## src/rtl/fft_pkg.sv

```systemverilog
// Shared types and constants for the xfft streaming front end.
package fft_pkg;
  typedef enum logic {
    CFG = 1'b0,
    RUN = 1'b1
  } fft_state_e;

  localparam int CFG_DIR_BIT = 0;
  localparam int CFG_WIDTH   = 8;
endpackage

```

## src/rtl/sync_fifo_fwft.sv

```systemverilog
// First-word-fall-through synchronous FIFO; head entry is always on dout.
module sync_fifo_fwft #(
  parameter int DATAWIDTH = 48,
  parameter int DEPTH     = 16
) (
  input  logic                 clk,
  input  logic                 rst,
  input  logic                 push,
  input  logic [DATAWIDTH-1:0] din,
  input  logic                 pop,
  output logic                 full,
  output logic                 empty,
  output logic [DATAWIDTH-1:0] dout
);
  localparam int AW = $clog2(DEPTH);
  localparam logic [AW:0] FULL_CNT = (AW+1)'(DEPTH);

  logic [DATAWIDTH-1:0] mem_q [DEPTH];
  logic [DATAWIDTH-1:0] mem_d [DEPTH];
  logic [AW-1:0]        wr_ptr_q, wr_ptr_d;
  logic [AW-1:0]        rd_ptr_q, rd_ptr_d;
  logic [AW:0]          count_q, count_d;
  logic                 do_push, do_pop;

  assign full  = (count_q == FULL_CNT);
  assign empty = (count_q == '0);
  assign dout  = mem_q[rd_ptr_q];

  // Full blocks a push even when a pop frees a slot in the same cycle.
  assign do_push = push && !full;
  assign do_pop  = pop && !empty;

  always_comb begin
    mem_d    = mem_q;
    wr_ptr_d = wr_ptr_q;
    rd_ptr_d = rd_ptr_q;
    if (do_push) begin
      mem_d[wr_ptr_q] = din;
      wr_ptr_d        = wr_ptr_q + AW'(1);
    end
    if (do_pop) begin
      rd_ptr_d = rd_ptr_q + AW'(1);
    end
    count_d = count_q + (AW+1)'(do_push) - (AW+1)'(do_pop);
  end

  always_ff @(posedge clk) begin
    mem_q <= mem_d;
    if (rst) begin
      wr_ptr_q <= '0;
      rd_ptr_q <= '0;
      count_q  <= '0;
    end else begin
      wr_ptr_q <= wr_ptr_d;
      rd_ptr_q <= rd_ptr_d;
      count_q  <= count_d;
    end
  end
endmodule

```

## src/rtl/fft_stream_framer.sv

```systemverilog
// Framing, config handshake and bin indexing around an externally wired xfft core.
//   state | meaning
//   CFG   | presenting direction word on the config channel, data path held off
//   RUN   | streaming FIFO contents to the core, tlast every FFT_LEN beats
module fft_stream_framer
  import fft_pkg::*;
#(
  parameter int DATAWIDTH  = 48,
  parameter int LOG2_LEN   = 10,
  parameter int FIFO_DEPTH = 16
) (
  input  logic                 clk,
  input  logic                 rst,
  input  logic                 fwd_inv,
  input  logic [DATAWIDTH-1:0] sample_in,
  input  logic                 sample_valid,
  output logic                 sample_ready,
  output logic [CFG_WIDTH-1:0] cfg_tdata,
  output logic                 cfg_tvalid,
  input  logic                 cfg_tready,
  output logic [DATAWIDTH-1:0] fft_s_tdata,
  output logic                 fft_s_tvalid,
  input  logic                 fft_s_tready,
  output logic                 fft_s_tlast,
  input  logic [DATAWIDTH-1:0] fft_m_tdata,
  input  logic                 fft_m_tvalid,
  output logic                 fft_m_tready,
  input  logic                 fft_m_tlast,
  output logic [DATAWIDTH-1:0] bin_out,
  output logic                 bin_valid,
  input  logic                 bin_ready,
  output logic [LOG2_LEN-1:0]  bin_index,
  output logic                 bin_last,
  output logic [15:0]          frame_count,
  output logic                 overflow,
  output logic                 err_tlast
);
  localparam logic [LOG2_LEN-1:0] LAST_IDX = '1;

  fft_state_e          state_q, state_d;
  logic                mode_q, mode_d;
  logic [LOG2_LEN-1:0] in_idx_q, in_idx_d;
  logic [LOG2_LEN-1:0] out_idx_q, out_idx_d;
  logic [15:0]         frame_count_q, frame_count_d;
  logic                overflow_q, overflow_d;
  logic                err_tlast_q, err_tlast_d;
  logic                fifo_full, fifo_empty;
  logic                s_hs, m_hs;

  sync_fifo_fwft #(
    .DATAWIDTH(DATAWIDTH),
    .DEPTH    (FIFO_DEPTH)
  ) u_fifo (
    .clk  (clk),
    .rst  (rst),
    .push (sample_valid && !fifo_full),
    .din  (sample_in),
    .pop  (s_hs),
    .full (fifo_full),
    .empty(fifo_empty),
    .dout (fft_s_tdata)
  );

  assign sample_ready = !fifo_full;
  assign fft_s_tlast  = (in_idx_q == LAST_IDX);

  always_comb begin
    cfg_tdata              = '0;
    cfg_tdata[CFG_DIR_BIT] = mode_q;
  end

  assign bin_out      = fft_m_tdata;
  assign bin_valid    = fft_m_tvalid;
  assign fft_m_tready = bin_ready;
  assign bin_index    = out_idx_q;
  assign bin_last     = (out_idx_q == LAST_IDX);
  assign m_hs         = fft_m_tvalid && bin_ready;

  assign frame_count = frame_count_q;
  assign overflow    = overflow_q;
  assign err_tlast   = err_tlast_q;

  always_comb begin
    state_d       = state_q;
    mode_d        = mode_q;
    in_idx_d      = in_idx_q;
    out_idx_d     = out_idx_q;
    frame_count_d = frame_count_q;
    overflow_d    = overflow_q;
    err_tlast_d   = err_tlast_q;
    cfg_tvalid    = 1'b0;
    fft_s_tvalid  = 1'b0;
    s_hs          = 1'b0;

    case (state_q)
      CFG: begin
        cfg_tvalid = !rst;
        if (cfg_tready) state_d = RUN;
      end
      RUN: begin
        fft_s_tvalid = !fifo_empty && !rst;
        s_hs         = fft_s_tvalid && fft_s_tready;
        // Direction changes only land between frames so a frame is never split.
        if ((in_idx_q == '0) && !s_hs && (fwd_inv != mode_q)) begin
          mode_d  = fwd_inv;
          state_d = CFG;
        end
      end
      default: state_d = CFG;
    endcase

    if (s_hs) in_idx_d = in_idx_q + LOG2_LEN'(1);
    if (sample_valid && fifo_full) overflow_d = 1'b1;

    if (m_hs) begin
      out_idx_d = out_idx_q + LOG2_LEN'(1);
      if (bin_last) frame_count_d = frame_count_q + 16'd1;
      if (fft_m_tlast != bin_last) err_tlast_d = 1'b1;
    end
  end

  always_ff @(posedge clk) begin
    if (rst) begin
      state_q       <= CFG;
      mode_q        <= fwd_inv;
      in_idx_q      <= '0;
      out_idx_q     <= '0;
      frame_count_q <= '0;
      overflow_q    <= 1'b0;
      err_tlast_q   <= 1'b0;
    end else begin
      state_q       <= state_d;
      mode_q        <= mode_d;
      in_idx_q      <= in_idx_d;
      out_idx_q     <= out_idx_d;
      frame_count_q <= frame_count_d;
      overflow_q    <= overflow_d;
      err_tlast_q   <= err_tlast_d;
    end
  end
endmodule

```

## config.mk

```make
export PLATFORM = sky130hd
export DESIGN_NAME = fft_stream_framer
export DESIGN_NICKNAME = d
export VERILOG_FILES = /design/src/rtl/fft_pkg.sv /design/src/rtl/sync_fifo_fwft.sv /design/src/rtl/fft_stream_framer.sv
export SDC_FILE = /design/constraint.sdc
export NUM_CORES = 1
export LEC_CHECK = 0
export BUFFER_PORTS_ARGS = -buffer_cell sky130_fd_sc_hd__clkbuf_2
export CELL_PAD_IN_SITES_DETAIL_PLACEMENT = 1
export CELL_PAD_IN_SITES_GLOBAL_PLACEMENT = 1
export CORE_AREA = 5 5 252 254
export CTS_BUF_LIST = sky130_fd_sc_hd__clkbuf_8
export DETAILED_ROUTE_END_ITERATION = 8
export DIE_AREA = 0 0 257 259
export PLACE_DENSITY = 0.89
export SETUP_SLACK_MARGIN = 0.3
export SLEW_MARGIN = 30
export SYNTH_ARGS = -nofsm -noshare
export SYNTH_HDL_FRONTEND = slang
export SYNTH_SLANG_ARGS = --single-unit
export TNS_END_PERCENT = 30
```

## constraint.sdc

```tcl
create_clock -name clk -period 6.35 [get_ports clk]
set_clock_uncertainty 0.05 [all_clocks]
set_input_delay 0 -clock clk [delete_from_list [all_inputs] [get_ports clk]]
set_output_delay 0 -clock clk [all_outputs]
set_load 0.03 [all_outputs]
```

==> summary.log <==
INFO  yosys          sequential_share_of_the_synthesized_area=75.8%
INFO  final_layout   finish.instance_area=36700µm²
INFO  final_layout   areaGrowthSynthToFinish=15.4%
INFO  final_layout   layout.core_utilization=60.2%
INFO  yosys          synthDominantCellAreaShare=72.6%
INFO  clocking       clk_lat_worst_skew=0.74ns
INFO  clocking       tritoncts_clock_tree=yes
INFO  pwr            cellInternalPower=8.53mW
INFO  critical_path  worstReg2RegEnd=u_fifo.count_q[4]
INFO  floorplanning  die_y=259µm
INFO  floorplanning  core_area=61000µm²
INFO  clocking       numCtsBuffers=118
INFO  clocking       sink_count=821
INFO  critical_path  worst-endpoint-required=6.30ns
INFO  sta            slew_viol_final=0
INFO  route          detail_route.wirelength=86.3mm
INFO  clocking       cts_root_buffer=sky130_fd_sc_hd__clkbuf_8
INFO  route          antenna_left=0
INFO  placed_design  place_congestion=0.773
INFO  yosys          yosys-top-cells-area=sky130_fd_sc_hd__edfxtp_1 (73%), sky130_fd_sc_hd__mux4_2 (14%), sky130_fd_sc_hd__dfxtp_1 (3.3%)
INFO  flow_run       max_cap_violations=0
INFO  clocking       clkSlewWorstSetupHoldPaths=0.07ns
INFO  hold_path      hold_path.startpoint=sample_in[40]
INFO  placed_design  hpwl=42.8mm
INFO  yosys          yosys_warnings=0
INFO  placed_design  postPlaceCellArea=33300µm²
INFO  global_routing first_global_vias=18600
INFO  pwr            switching_share_of_power=26.3%
INFO  final_layout   post_route_cells_drive_above_1_share=28.3%
INFO  global_routing grt_residual_overflow=0
INFO  yosys          ys_seq_elements=821
INFO  clocking       cts_max_level=3
INFO  clocking       post-cts-setup-buffer-count=0
INFO  pwr            max-vdd-ir-drop=0.000223V
INFO  floorplanning  die_width=257µm
INFO  route          drtIter0Drc=2000
INFO  critical_path  worst_ep_arrival_time=3.85ns
INFO  sta            maximum_operating_frequency=0.257GHz
INFO  sta            report.final.setup_viol=0
INFO  sta            report.final.hold_viol_count=0
INFO  pwr            p_switching=3.04mW
INFO  sta            finalCritPeriodShare=61.4%
INFO  pwr            clock_power_share=35.3%
INFO  pwr            power_frac_comb=11.1%
INFO  run_status     run_status=complete, no violations
INFO  clocking       holdBufCountCts=112
INFO  critical_path  rr_startpoint=u_fifo.count_q[2]
INFO  hold_path      timing.hold.worst.class=in -> reg
INFO  sta            tightest_slew=1.01ns
INFO  floorplanning  initial_core_util=52.1%
INFO  yosys          syn-instance-count=1564
INFO  global_routing global_routing_usage_summed_across_all_routing_layers=25.7%
INFO  floorplanning  row_count=91
INFO  global_routing number_of_antenna_violations_at_the_first_check_in_global_routing=5
INFO  yosys          syn-mean-instance-area=20.3µm²
INFO  yosys          post_synth_instance_area=31800µm²
INFO  route          1st_pass_router_iterations=5
INFO  final_layout   ff_latch_area=24100µm²
INFO  critical_path  cp_endpoint_kind=output port
INFO  final_layout   final.fill_count=5245
INFO  route          avg_wl_per_cell=31.6µm
INFO  global_routing maximum_number_of_pins_on_one_net_before_global_route_repair=96
INFO  yosys          post_synth_num_cell_types=48
INFO  critical_path  setup.reg_to_reg.worst_slack=2.89ns
INFO  clocking       clockBufferDepth=3
INFO  critical_path  worst-setup-path-type=reg -> out
INFO  sta            fin_tns_setup=0ns
INFO  final_layout   fin_nets=1962
INFO  route          post_drt_via_cell_ratio=6.32
INFO  placed_design  portBuffers=140
INFO  critical_path  startpoint_type=flop
INFO  floorplanning  die_area=66600µm²
INFO  pwr            power_frac_seq=53.6%
INFO  route          route.detailed.drc=0
INFO  yosys          synth_largest_area_cell=sky130_fd_sc_hd__edfxtp_1
INFO  route          dr_total_vias=17300
INFO  global_routing grt_pass1_wl=126mm
INFO  pwr            powerDensity=315nW/µm²
INFO  critical_path  r2r.worst_path.cells=13
INFO  sta            min_tclk_post_route=3.90ns
INFO  clocking       resized_cells_post_cts=0
INFO  final_layout   area_occupied_by_multi_input_gates=7020µm²
INFO  critical_path  crit_fanout=63
INFO  hold_path      hold_depth=2
INFO  sta            rsz0062_at_grt=false
INFO  hold_path      whs_endpoint=u_fifo.mem_q[376]
INFO  floorplanning  io_pins=244
INFO  pwr            power_leakage=11.9nW
INFO  sta            max-slew-margin-rel=32.6%
[final cells by class]
class | instances | area share, %
clock inverter | 100 | 1.60
sequential | 821 | 65.7
inverter | 16 | 0.164
timing repair buffer | 289 | 6.21
tap | 790 | 2.69
clock buffer | 119 | 4.46
antenna | 4 | 0.0273
multi-input combinational | 595 | 19.1
[placed cells by master (no fill, tap or decap), types with 10 or more instances in the layout]
master / synthesis / final
sky130_fd_sc_hd__clkbuf_2: 0 / 139
sky130_fd_sc_hd__nor2_1: 49 / 36
sky130_fd_sc_hd__dfxtp_1: 52 / 50
sky130_fd_sc_hd__inv_1: 16 / 51
sky130_fd_sc_hd__ha_1: 15 / 15
sky130_fd_sc_hd__xor2_1: 11 / 11
sky130_fd_sc_hd__clkbuf_8: 0 / 119
sky130_fd_sc_hd__nor2_4: 0 / 13
sky130_fd_sc_hd__buf_4: 59 / 27
sky130_fd_sc_hd__edfxtp_1: 769 / 769
sky130_fd_sc_hd__nand2_1: 70 / 70
sky130_fd_sc_hd__o31ai_1: 10 / 10
sky130_fd_sc_hd__clkinv_2: 0 / 18
sky130_fd_sc_hd__clkinv_1: 0 / 35
sky130_fd_sc_hd__a21oi_1: 21 / 21
sky130_fd_sc_hd__xnor2_1: 14 / 14
sky130_fd_sc_hd__mux4_2: 192 / 192
sky130_fd_sc_hd__dlygate4sd3_1: 0 / 112
sky130_fd_sc_hd__a22oi_1: 96 / 96
sky130_fd_sc_hd__nand3_1: 16 / 16
[power by group through the flow]
stage,Combinational (mW),Sequential [mW],Clock [mW]
floorplan,0.797,6.28,0
global placement,1.08,6.29,0
detailed placement,1.14,6.31,0
CTS,1.27,6.20,4.13
global route,1.36,6.20,4.45
finish,1.29,6.20,4.09
[through the flow]
stage	std cells	power (mW)	setup slack (ns)	hold WS, ns
3_5_place_dp	2396	7.45	2.81	-0.0498
3_3_place_gp	2391	7.37	3.00	-0.0498
2_1_floorplan	1570	7.08	1.05	0.0489
5_1_grt	2732	12.0	2.35	0.163
6_report	2734	11.6	2.45	0.163
4_1_cts	2727	11.6	2.32	0.0988
[kinds of logic after synthesis]
| kind of cell | synth area share [%] |
|---|---|
| adder cells (fa/ha/maj) | 0.653 |
| flip-flops | 75.8 |
| AO/OA/AOI/OAI | 3.05 |
| buffers and inverters | 2.65 |
| other | 0.0118 |
| XOR/XNOR | 0.688 |
| multiplexers | 13.7 |
| AND/OR/NAND/NOR | 3.38 |
[worst max-delay path, cell delays in order (launching register included)]
cell and delay (ns):
sky130_fd_sc_hd__dfxtp_4 0.98, sky130_fd_sc_hd__buf_4 0.81, sky130_fd_sc_hd__mux4_2 0.42, sky130_fd_sc_hd__a22oi_1 0.29, sky130_fd_sc_hd__nand2_1 0.24, sky130_fd_sc_hd__clkbuf_2 0.24
[layer usage]
metal,share of wire (%),routed length (µm),GRT usage (%)
met3,8.7,7510,5.65
met4,4.1,3570,11.0
met5,0.0081,7,0
met1,34,29700,30.5
met2,53,45500,45.5
[worst max path at each step]
stage / startpoint / to / slack, ns / depth (start not counted)
after floorplan: u_fifo.count_q[2] / u_fifo.mem_q[624] / 1.05 / 7
after global placement: u_fifo.count_q[2] / u_fifo.count_q[4] / 3.00 / 13
after detailed placement: u_fifo.count_q[2] / u_fifo.count_q[4] / 2.81 / 13
after CTS: u_fifo.rd_ptr_q[0] / fft_s_tdata[6] / 2.32 / 5
after global routing: u_fifo.rd_ptr_q[1] / fft_s_tdata[37] / 2.35 / 5
final: u_fifo.rd_ptr_q[1] / fft_s_tdata[37] / 2.45 / 5
[registers in the layout, summed over array words and instances (netlist names), 4 cells and up]
signal	flops
u_fifo.mem_q	768
frame_count	16
bin_index	10
in_idx_q	10
u_fifo.count_q	5
u_fifo.rd_ptr_q	4
u_fifo.wr_ptr_q	4
[synthesized netlist by cell type (all sizes together)]
library cell    n
or4             9
o31a            1
nand2b          3
a21oi          21
nand4b          2
nor4b           2
o31ai          10
o21ai           7
nand4          10
or3             1
a22oi          96
nand2          70
nand4bb         1
nand3b          1
and3            4
dfxtp          52
xor2           11
conb            1
nor3           11
ha             15
nor2           49
xnor2          14
a41o            1
and4            6
edfxtp        769
mux2            3
fa              1
inv            16
nand3          17
mux4          192
buf            97
nor4            6
clkbuf         41
nor3b           4
nor2b           9
a21o            1
mux2i           1
o21bai          1
or4b            1
and2            7
No activity file was read; power rests on OpenSTA's default activity.
